File: config.mk
export PLATFORM = sky130hd
export DESIGN_NAME = fetch_stage
export DESIGN_NICKNAME = d
export VERILOG_FILES = /design/src/rtl/fetch_stage.sv
export SDC_FILE = /design/constraint.sdc
export NUM_CORES = 1
export LEC_CHECK = 0
export BUFFER_PORTS_ARGS = -buffer_cell sky130_fd_sc_hd__buf_4
export CAP_MARGIN = 0
export CORE_UTILIZATION = 30
export DETAILED_ROUTE_END_ITERATION = 10
export GPL_ROUTABILITY_DRIVEN = 1
export GPL_TIMING_DRIVEN = 1
export PLACE_DENSITY = 0.6
export REMOVE_ABC_BUFFERS = 1
export SLEW_MARGIN = 5
export SYNTH_ARGS = -nofsm -noshare
export SYNTH_HDL_FRONTEND = slang
export SYNTH_SLANG_ARGS = --single-unit
export TNS_END_PERCENT = 50
File: constraint.sdc
create_clock -name clk -period 3.3 [get_ports clk]
set_clock_uncertainty 0.15 [all_clocks]
set_input_delay 0.33 -clock clk [delete_from_list [all_inputs] [get_ports clk]]
set_output_delay 0.33 -clock clk [all_outputs]
set_load 0.01 [all_outputs]
File: src/rtl/fetch_stage.sv
// -----------------------------------------------------------------------------
// fetch_stage
//   Instruction-fetch stage and IF/ID pipeline register of the pipelined OTTER
//   core. Owns the fetch PC, runs a req/ack handshake with instruction memory,
//   honours the hazard unit's stalls and the EX-stage redirect, and presents
//   either a real instruction or a NOP bubble to decode.
//
// Ports
//   clk         in   1   clock, rising-edge
//   rst         in   1   asynchronous active-low reset
//   stallF      in   1   hold the fetch PC
//   stallD      in   1   hold the IF/ID register
//   brTakenE    in   1   EX redirect (taken branch/jal/jalr), flushes IF/ID
//   brTargetE   in   32  redirect target PC
//   imem_req    out  1   fetch request
//   imem_addr   out  32  fetch address (pcF, or the held address of a dropped fetch)
//   imem_ack    in   1   fetch complete this cycle, imem_rdata valid
//   imem_rdata  in   32  fetched instruction
//   pcF         out  32  current fetch PC
//   pcD         out  32  IF/ID PC
//   pcPlus4D    out  32  IF/ID PC+4 (wraps modulo 2^32)
//   instrD      out  32  IF/ID instruction
//   validD      out  1   IF/ID holds a real instruction (0 = bubble)
// -----------------------------------------------------------------------------
module fetch_stage #(
  parameter logic [31:0] RESET_VEC = 32'h0000_0000,
  parameter logic [31:0] NOP_INSTR = 32'h0000_0013
) (
  input  logic        clk,
  input  logic        rst,
  input  logic        stallF,
  input  logic        stallD,
  input  logic        brTakenE,
  input  logic [31:0] brTargetE,
  output logic        imem_req,
  output logic [31:0] imem_addr,
  input  logic        imem_ack,
  input  logic [31:0] imem_rdata,
  output logic [31:0] pcF,
  output logic [31:0] pcD,
  output logic [31:0] pcPlus4D,
  output logic [31:0] instrD,
  output logic        validD
);

  // FETCH: request outstanding at pcF.
  // HOLD : a word was fetched while stalled; it waits in the buffer, no request.
  // DROP : a redirect hit an outstanding request; finish it at the old address
  //        and throw the data away so the memory handshake is never abandoned.
  typedef enum logic [1:0] {
    FETCH = 2'd0,
    HOLD  = 2'd1,
    DROP  = 2'd2
  } state_t;

  state_t      state;
  logic [31:0] dropAddr;
  logic [31:0] bufInstr;
  logic [31:0] bufPc;

  logic        hold;
  logic        deliver;
  logic [31:0] deliverPc;
  logic [31:0] deliverInstr;

  assign hold = stallF | stallD;

  // Memory request and address decode; the request is forced low during reset
  // and depends only on state, never on imem_ack.
  always_comb begin
    imem_req  = 1'b0;
    imem_addr = pcF;
    if (!rst) begin
      imem_req = 1'b0;
    end else if (state == HOLD) begin
      imem_req = 1'b0;
    end else begin
      imem_req = 1'b1;
    end
    case (state)
      DROP:    imem_addr = dropAddr;
      FETCH:   imem_addr = pcF;
      HOLD:    imem_addr = pcF;
      default: imem_addr = pcF;
    endcase
  end

  // Selects whether a real instruction is handed to decode this edge, and from
  // where (memory directly, or the stall buffer when leaving HOLD).
  always_comb begin
    deliver      = 1'b0;
    deliverPc    = pcF;
    deliverInstr = imem_rdata;
    case (state)
      FETCH: begin
        deliver      = imem_ack & ~hold;
        deliverPc    = pcF;
        deliverInstr = imem_rdata;
      end
      HOLD: begin
        deliver      = ~hold;
        deliverPc    = bufPc;
        deliverInstr = bufInstr;
      end
      DROP: begin
        deliver      = 1'b0;
        deliverPc    = pcF;
        deliverInstr = imem_rdata;
      end
      default: begin
        deliver      = 1'b0;
        deliverPc    = pcF;
        deliverInstr = imem_rdata;
      end
    endcase
  end

  // Fetch state machine, PC, stall buffer and IF/ID register.
  always_ff @(posedge clk or negedge rst) begin
    if (!rst) begin
      state    <= FETCH;
      pcF      <= RESET_VEC;
      dropAddr <= 32'h0000_0000;
      bufInstr <= 32'h0000_0000;
      bufPc    <= 32'h0000_0000;
      pcD      <= 32'h0000_0000;
      pcPlus4D <= 32'h0000_0000;
      instrD   <= NOP_INSTR;
      validD   <= 1'b0;
    end else begin
      case (state)
        FETCH: begin
          if (brTakenE) begin
            pcF <= brTargetE;
            if (!imem_ack) begin
              // Request still in flight: keep presenting its address until acked.
              state    <= DROP;
              dropAddr <= pcF;
            end
          end else if (imem_ack) begin
            if (!hold) begin
              pcF <= pcF + 32'd4;
            end else begin
              bufInstr <= imem_rdata;
              bufPc    <= pcF;
              state    <= HOLD;
            end
          end
        end
        HOLD: begin
          if (brTakenE) begin
            pcF   <= brTargetE;
            state <= FETCH;
          end else if (!hold) begin
            pcF   <= pcF + 32'd4;
            state <= FETCH;
          end
        end
        DROP: begin
          if (brTakenE) begin
            pcF <= brTargetE;
          end
          if (imem_ack) begin
            state <= FETCH;
          end
        end
        default: begin
          state <= FETCH;
        end
      endcase

      // IF/ID: flush beats stall beats delivery; anything else is a bubble.
      if (brTakenE) begin
        validD <= 1'b0;
        instrD <= NOP_INSTR;
      end else if (stallD) begin
        validD <= validD;
      end else if (deliver) begin
        pcD      <= deliverPc;
        pcPlus4D <= deliverPc + 32'd4;
        instrD   <= deliverInstr;
        validD   <= 1'b1;
      end else begin
        validD <= 1'b0;
        instrD <= NOP_INSTR;
      end
    end
  end

endmodule

==> impl_summary.log <==
[metrics] endpoint of the lowest-slack register-to-register path: pcPlus4D[24]
[metrics] CTS H-tree depth: 1
[metrics] total number of clock tree sinks: 225
[metrics] core utilization of the finished layout: 0.4168
[metrics] non-filler instance count after layout: 1814
[metrics] detailed-routing iteration count for the pre-antenna-repair pass: 4
[metrics] register area: 5634 µm²
[metrics] fraction of final layout cells with drive strength greater than 1: 0.3489
[metrics] slew at the pin with the worst max-slew slack: 0.7654 ns
[metrics] cell-by-cell trace of the critical path: and2b_2 -> buf_4 -> mux2_2 -> buf_4
[metrics] startpoint kind of the worst setup timing path: flip-flop
[metrics] Horiz. Die Dim: 193.8 µm
[metrics] highest fanout seen on the critical path: 21
[metrics] dominant synthesized flop cell: dfrtp_1
[metrics] final estimated routing congestion in global placement: 0.8243
[metrics] post-synthesis cell type with the largest combined area: dfrtp_1
[metrics] buffer and inverter count on the worst path: 2
[metrics] Worst Setup End Kind: output port
[metrics] maximum frequency from static timing analysis: 320.6 MHz
[metrics] register-to-register path setup slack: 0.25 ns
[metrics] minimum clock period: 3.119 ns
[metrics] violation count after the first detailed-routing iteration: 457
[metrics] total number of vias: 9037
[metrics] run status: finished, final reports clean
[metrics] Gate Count Post-Synth: 1050
[metrics] count of cell types in the netlist: 63
[metrics] startpoint of the most critical setup path: state[0]
[metrics] vertical extent of the die: 193.8 µm
[metrics] Tot GR Track Use: 0.1770
[metrics] area share of the largest cell type after synthesis: 0.5032
[metrics] number of max-cap violations: 0
[metrics] Inserted Clock Buffers: 28
[metrics] top area cells in the synthesized netlist: dfrtp_1, mux2_2, nand2_1
[metrics] HPWL after detailed placement: 23110 µm
[metrics] cts-stage hold buffer count: 66
[metrics] final cycle utilization of the critical path: 0.9452
[metrics] via count of the first global-routing pass: 8976
[metrics] worst setup path endpoint: imem_addr[28]
[metrics] count of port buffers added during placement: 231
[metrics] cell family with the largest share of critical-path delay: simple AND/OR/NAND/NOR gates
[metrics] top-level I/O count: 232
[metrics] fill cell count: 3539
[metrics] Max transition margin: 0.4843
[metrics] area of combinational cells with multiple inputs: 5065 µm²
[metrics] average vias per placed instance: 4.982
[metrics] CTS clock-pin slew for the worst setup and hold paths: 0.06 ns
[metrics] cell with the most instances after synthesis: dfrtp_1
[metrics] Clock Path Buffers: 3
[metrics] final routed wirelength across all metal layers: 33500 µm
[metrics] wire length of the first global-routing pass: 52870 µm
[metrics] post-CTS setup buffer count: 0
[metrics] hold_ws: 0.04744 ns
[metrics] Seq/Total Area, Yosys: 0.5104
[metrics] initial antenna violation count: 0
[metrics] DRC: 0
[metrics] combined area of all synthesized cells: 11040 µm²
[metrics] placed cells: 1697
[metrics] top cells by instance count after synthesis: dfrtp_1, nand2_1, mux2_2, o21ai_0, mux2i_1
[metrics] starting density of the core: 0.3074
[metrics] critical path depth in cells: 4
[metrics] WP data required: 2.82 ns
[metrics] setup repair after global routing missed its margin: no
[metrics] total of cells resized after clock tree synthesis: 0
[metrics] Rows: 69
[metrics] Hold Path Class: in -> reg
[metrics] number of warnings printed during yosys synthesis: 0
[metrics] areal power density over the cells: 738.9 nW/µm²
[metrics] die outline area: 37570 µm²
[metrics] leakage power: 6.805 nW
[metrics] total gr overflow: 0
[metrics] Clock Tree Root: clkbuf_16
[metrics] maximum resistive drop on vdd: 429.3 µV
[metrics] flip-flop and latch count after synthesis: 225
[metrics] Core Region: 35910 µm²
[metrics] RR Startpoint: state[0]
[metrics] final-layout setup total negative slack: 0 ns
[metrics] library cell contributing the largest single delay on the critical path: and2b_2
[metrics] final net count: 1404
[metrics] critical path's most frequent cell: buf_4
[metrics] fraction of synthesis flops using an asynchronous set or reset pin: 1.000
[metrics] post-synthesis average cell area: 10.51 µm²
[metrics] number of synthesized flops with an enable pin: 0
[metrics] largest net degree at the start of global routing: 94
[metrics] worst stage delay on the critical path: 0.66 ns
[metrics] endpoints failing setup: 0
[metrics] antenna diode count: 0
[metrics] area growth from synthesis to final layout: 35.59%
[metrics] category of the most critical setup path: reg -> out
[metrics] final max-slew violation count: 0
[metrics] post-detailed-route count of antenna-violating nets: 0
[metrics] worst path arrival time: 2.64 ns
[metrics] hold violation total from the final report: 0
[metrics] TritonCTS clock tree: yes
[metrics] Skew-Pair Late Insertion Delay: 0.54 ns
[metrics] Register-to-Register Path Depth: 10
[metrics] per-cell routed wire length: 18.47 µm
-- routing by layer --
metal / part of all wire / vias up / global-route usage / wire length, µm
met5: 0 / - / 0 / 0
met4: 0.023 / 0 / 0.04409 / 783
met2: 0.45 / 268 / 0.2796 / 15180
met1: 0.47 / 4444 / 0.2497 / 15660
met3: 0.056 / 45 / 0.03201 / 1874
li1: - / 4280 / - / -
-- sequential cells by signal, summed over array words and instances, names as in the netlist --
signal    cells
bufInstr     32
bufPc        32
dropAddr     32
instrD       32
pcD          32
pcF          32
pcPlus4D     30
state         2
validD        1
-- layout by cell type (no fill, tap or decap), types with 7 or more instances in the layout --
master and instances:
nand4_1 10, buf_4 260, dfrtp_1 222, o22ai_1 14, nor3_1 9, xor2_1 11
nand2_1 180, nor2_1 42, a31oi_1 13, nor4_1 7, dlygate4sd3_1 66, nand3_1 28
xnor2_1 11, mux2_2 132, clkbuf_16 29, a21oi_1 46, o21ai_0 90, mux2i_1 66
and3_1 11
-- stage by stage --
stage	worst slack (ns)	instance area (µm²)	power (mW)
after floorplan	-0.6997	10680	6.062
after global placement	0.4098	13310	7.725
after detailed placement	0.2557	13310	7.798
after CTS	0.1503	14970	11.21
after global routing	0.08417	14970	11.74
final	0.1809	14970	11.06
-- area by class of cell --
class	instances	share of cell area
Clock buffer	37	0.05450
Clock inverter	14	0.01246
Inverter	6	0.001505
Multi-Input combinational cell	742	0.3384
Sequential cell	225	0.3764
Tap cell	461	0.03854
Timing Repair Buffer	329	0.1782
-- power breakdown --
part / internal [mW] / total [mW] / switching, mW
sequential: 3.62 / 4.35 / 0.733
clock: 2.05 / 3.27 / 1.23
combinational: 1.75 / 3.43 / 1.69
total: 7.42 / 11.1 / 3.64
-- worst min-delay path by stage --
stage / start / end / depth (start not counted)
CTS: brTargetE[7] / pcF[7] / 3
global route: brTargetE[7] / pcF[7] / 3
floorplan: rst / bufInstr[0] / 0
detailed placement: rst / instrD[26] / 1
finish: brTargetE[7] / pcF[7] / 3
global placement: rst / instrD[26] / 1
-- worst reg2reg max path: cells and delay by family, from the launching register on --
family / cells / cell delay [ns]
adders and majority gates: 1 / 0.25
muxes: 2 / 0.62
DFF: 1 / 0.50
and+or+nand+nor: 7 / 1.41
-- cells by family (layout without fill, tap and decap cells) --
logic type | count (synthesis) | in the layout | share of synthesized area
flops | 225 | 225 | 0.5104
xor+xnor | 22 | 22 | 0.01745
compound gates | 197 | 197 | 0.1014
simple gates | 321 | 321 | 0.1369
fa+ha+maj | 2 | 2 | 0.002266
mux | 200 | 200 | 0.1970
buf+inv | 83 | 386 | 0.03457
No activity file was read; power rests on OpenSTA's default activity.
